==> src/rtl/bmux_2_pkg.sv <==
// bmux_2_pkg: shared constants for the processor datapath.
//   DATA_W : native datapath width, used as the default operand width
//            of the datapath multiplexers.
package bmux_2_pkg;

  localparam int DATA_W = 16;

endpackage : bmux_2_pkg

==> src/rtl/bmux_2.sv <==
// bmux_2: 2-to-1 bus multiplexer for datapath operand / writeback / PC
// source selection, with a registered copy of the result and select for
// pipeline-stage use.
//
// Ports:
//   clk    in   1      system clock, rising edge; drives only r_q / s_q
//   reset  in   1      asynchronous active-high reset; clears r_q / s_q only
//   s      in   1      select: 0 -> A, 1 -> B
//   A      in   WIDTH  data input 0
//   B      in   WIDTH  data input 1
//   r      out  WIDTH  combinational result, s ? B : A
//   r_q    out  WIDTH  registered copy of r
//   s_q    out  1      registered copy of s
module bmux_2
  import bmux_2_pkg::*;
#(
  parameter int WIDTH = DATA_W
) (
  input  logic             clk,
  input  logic             reset,
  input  logic             s,
  input  logic [WIDTH-1:0] A,
  input  logic [WIDTH-1:0] B,
  output logic [WIDTH-1:0] r,
  output logic [WIDTH-1:0] r_q,
  output logic             s_q
);

  // Plain ternary: an unknown select propagates as X rather than
  // defaulting to either input.
  assign r = s ? B : A;

  // Reset only touches the pipeline copy; r stays live during reset.
  always_ff @(posedge clk or posedge reset) begin
    if (reset) begin
      r_q <= '0;
      s_q <= 1'b0;
    end else begin
      r_q <= r;
      s_q <= s;
    end
  end

endmodule : bmux_2

==> config.mk <==
export PLATFORM = sky130hd
export DESIGN_NAME = bmux_2
export DESIGN_NICKNAME = d
export VERILOG_FILES = /design/src/rtl/bmux_2_pkg.sv /design/src/rtl/bmux_2.sv
export SDC_FILE = /design/constraint.sdc
export NUM_CORES = 1
export LEC_CHECK = 0
export BUFFER_PORTS_ARGS = -buffer_cell sky130_fd_sc_hd__buf_2
export CAP_MARGIN = 15
export CORE_MARGIN = 8
export CORE_UTILIZATION = 31
export DETAILED_ROUTE_END_ITERATION = 10
export GPL_TIMING_DRIVEN = 0
export PLACE_DENSITY = 0.74
export SYNTH_ARGS = -nofsm -noshare
export SYNTH_HDL_FRONTEND = slang
export SYNTH_SLANG_ARGS = --single-unit
==> constraint.sdc <==
create_clock -name clk -period 0.8 [get_ports clk]
set_input_delay 0.12 -clock clk [delete_from_list [all_inputs] [get_ports clk]]
set_output_delay 0.12 -clock clk [all_outputs]
set_load 0.02 [all_outputs]
==> summary.txt <==
Clock network
  – Post-CTS Hold Buffers: 1
  – Root Driver: clkbuf_4
  – Num CTS Buffers: 3
  – CTS tree: yes
  – Clk slew on worst S/H paths: roughly 90 ps
  – Count of clock tree sinks: 17
  – CTS H-tree lvls: 1
  – Clock Tree Buf Depth: 2

Floorplanning
  – Die X: about 63 um
  – Core Area: roughly 2100 um2
  – Starting Density: between 30% and 40%
  – Io pins: 68
  – Core Rows: 17
  – DIE HEIGHT: about 63 um
  – Die area: roughly 4000 um2

Routing
  – Initial DRC Count: 36
  – First-pass iteration count of the detailed router: 3
  – Final ANT Viol Nets: 0
  – Average vias per placed instance: ~4.3
  – Post-route DRC: 0
  – Per-cell routed wire length: between 15 and 20 um
  – Via count: 617
  – Final WL: 2380 um

Critical path
  – CP peak stage delay: roughly 400 ps
  – Crit path max fanout: 1
  – Crit path capture type: output pin
  – CP arrival: slightly above 800 ps
  – Worst setup SP type: flop
  – CP top delay family: flip-flops
  – Buf/Inv on CP: 1
  – Critical path type: flop to output pin
  – Slowest cell on crit path: dfrtp_1
  – Crit path depth: 1
  – Crit-path cells: buf_6
  – Worst Path Required: 680 ps

Status
  – Failing checks: negative hold slack, negative setup slack
  – Status: finished with violations

Timing
  – Fmax: 1.06 GHz
  – Fin crit share: 118%
  – Fin crit period: 942 ps
  – Hold Slack: -87.1 ps
  – Final Hold Viols: 17
  – Final setup vio count: 33
  – RSZ-0062 raised after global routing: yes
  – Worst slew pin tran: around 620 ps
  – Fin. max-slew vios: 0
  – Setup WS post-layout: -142 ps
  – Slew HR: between 50% and 60%
  – Setup TNS Final: -3970 ps

Finish
  – Most frequent cells in the layout: 33 x buf_2, 33 x buf_6, 17 x dfrtp_1
  – Layout cell share with drive strength beyond 1: 82.8%
  – Final non-filler cell total: roughly 140
  – Register area: 425 um2
  – Layout area overhead: 108%
  – Fill cell count: approximately 150
  – Post-Layout Inst Area: approximately 1400 um2
  – Multi-input logic area: roughly 240 um2
  – NumNets Final: 152
  – Ant. Diodes: 0

Pwr
  – PwrDens: between 1500 and 2000 nW/um2
  – Maximum vdd drop: between 0.0007 and 0.0008 V
  – Leakage: ~0.00076 uW

GRT
  – Met2 Use GR: between 10% and 20%
  – Vias in the first global route: between 700 and 800
  – Global-route wire length before repair: 3800 um
  – Gr ovfl total: 0
  – Grt peak-use layer: met2
  – Largest net degree at the start of global routing: 18
  – Met1 GRT Util: between 10% and 20%
  – Met3 Usage GRT: roughly 6.3%
  – Initial antenna violation count: 0
  – Gr usage total: approximately an eighth

Synth
  – Synthesized instance count: 36
  – Net Count, Synth: a little over 70
  – Syn. warnings: 0
  – Register area share after synthesis: a little over three fifths
  – FF+latch count, synth: 17
  – Post-Syn Area: 678 um2
  – Top-area cell type share of the netlist area: 62.7%
  – Synth unique cells: 6
  – Leading area contributor after synthesis: dfrtp_1
  – Average size of a mapped cell: between 15 and 20 um2
  – Synth area leaders: dfrtp_1 63%, mux2_4 22%, mux2_2 10%

Place
  – Port Buffers: 67
  – Dpl cells: roughly 130
  – GP Congestion: between 0.8 and 0.9
  – Post-placement cell area: 1050 um2

Worst hold path
  – Hold Crit Class: input pin to async pin

Flow run
  – Max-Cap Viols: 0
[power by group]
group          internal [uW]  total, uW  switching, uW
Combinational            461        808            347
Sequential               923        953           30.7
Clock                    194        437            243
[registers in the layout (all words and copies together) (netlist names)]
register / count
r_q: 16
s_q: 1
[timing repair]
| item | in CTS | in global routing |
|---|---|---|
| cloned | 1 | 0 |
| hold endpoints to repair | 18 | 17 |
| setup endpoints to repair | 33 | 33 |
| buffers inserted | 5 | 3 |
| resized for setup | 76 | 2 |
[kinds of logic after synthesis]
kind of cell,synth area share [%]
flops,62.7
mux,32.1
buf+inv,5.17
[metrics by stage]
stage	total power [uW]	setup WS [ps]	hold WS [ps]	utilization [%]
2_1_floorplan	1280	-42.9	46.1	-
3_3_place_gp	1500	-297	222	49.0
3_5_place_dp	1510	-301	238	49.0
4_1_cts	2220	-238	-81.5	65.0
5_1_grt	2340	-183	-50.1	65.8
6_report	2200	-142	-87.1	65.8
[synth_stat cells]
cell and count:
inv_1 1, mux2_2 6, dfrtp_1 17, buf_12 1
mux2_4 10, buf_6 1
[final cells by class]
class                      instances  share of cell area, %
multi-input combinational         16                   17.0
inverter                           1                  0.266
clock buffer                       4                   1.86
timing repair buffer              77                   46.9
buffer                             1                   1.42
sequential                        17                   30.1
tap                               28                   2.48
[per-layer routing]
metal | part of all wire (%) | wire length, um
met2 | 47 | 1120
met3 | 12 | 289
met1 | 38 | 916
met5 | 0 | 0
met4 | 2.3 | 54
[worst max path at each step]
stage,from,end,slack (ps)
5_1_grt,r_q[7],r_q[7],-180
4_1_cts,s,r[10],-240
3_5_place_dp,s,r[10],-300
3_3_place_gp,s,r[12],-300
2_1_floorplan,s,r_q[10],-40
6_report,r_q[7],r_q[7],-140
Power figures use the tool's default switching activity.
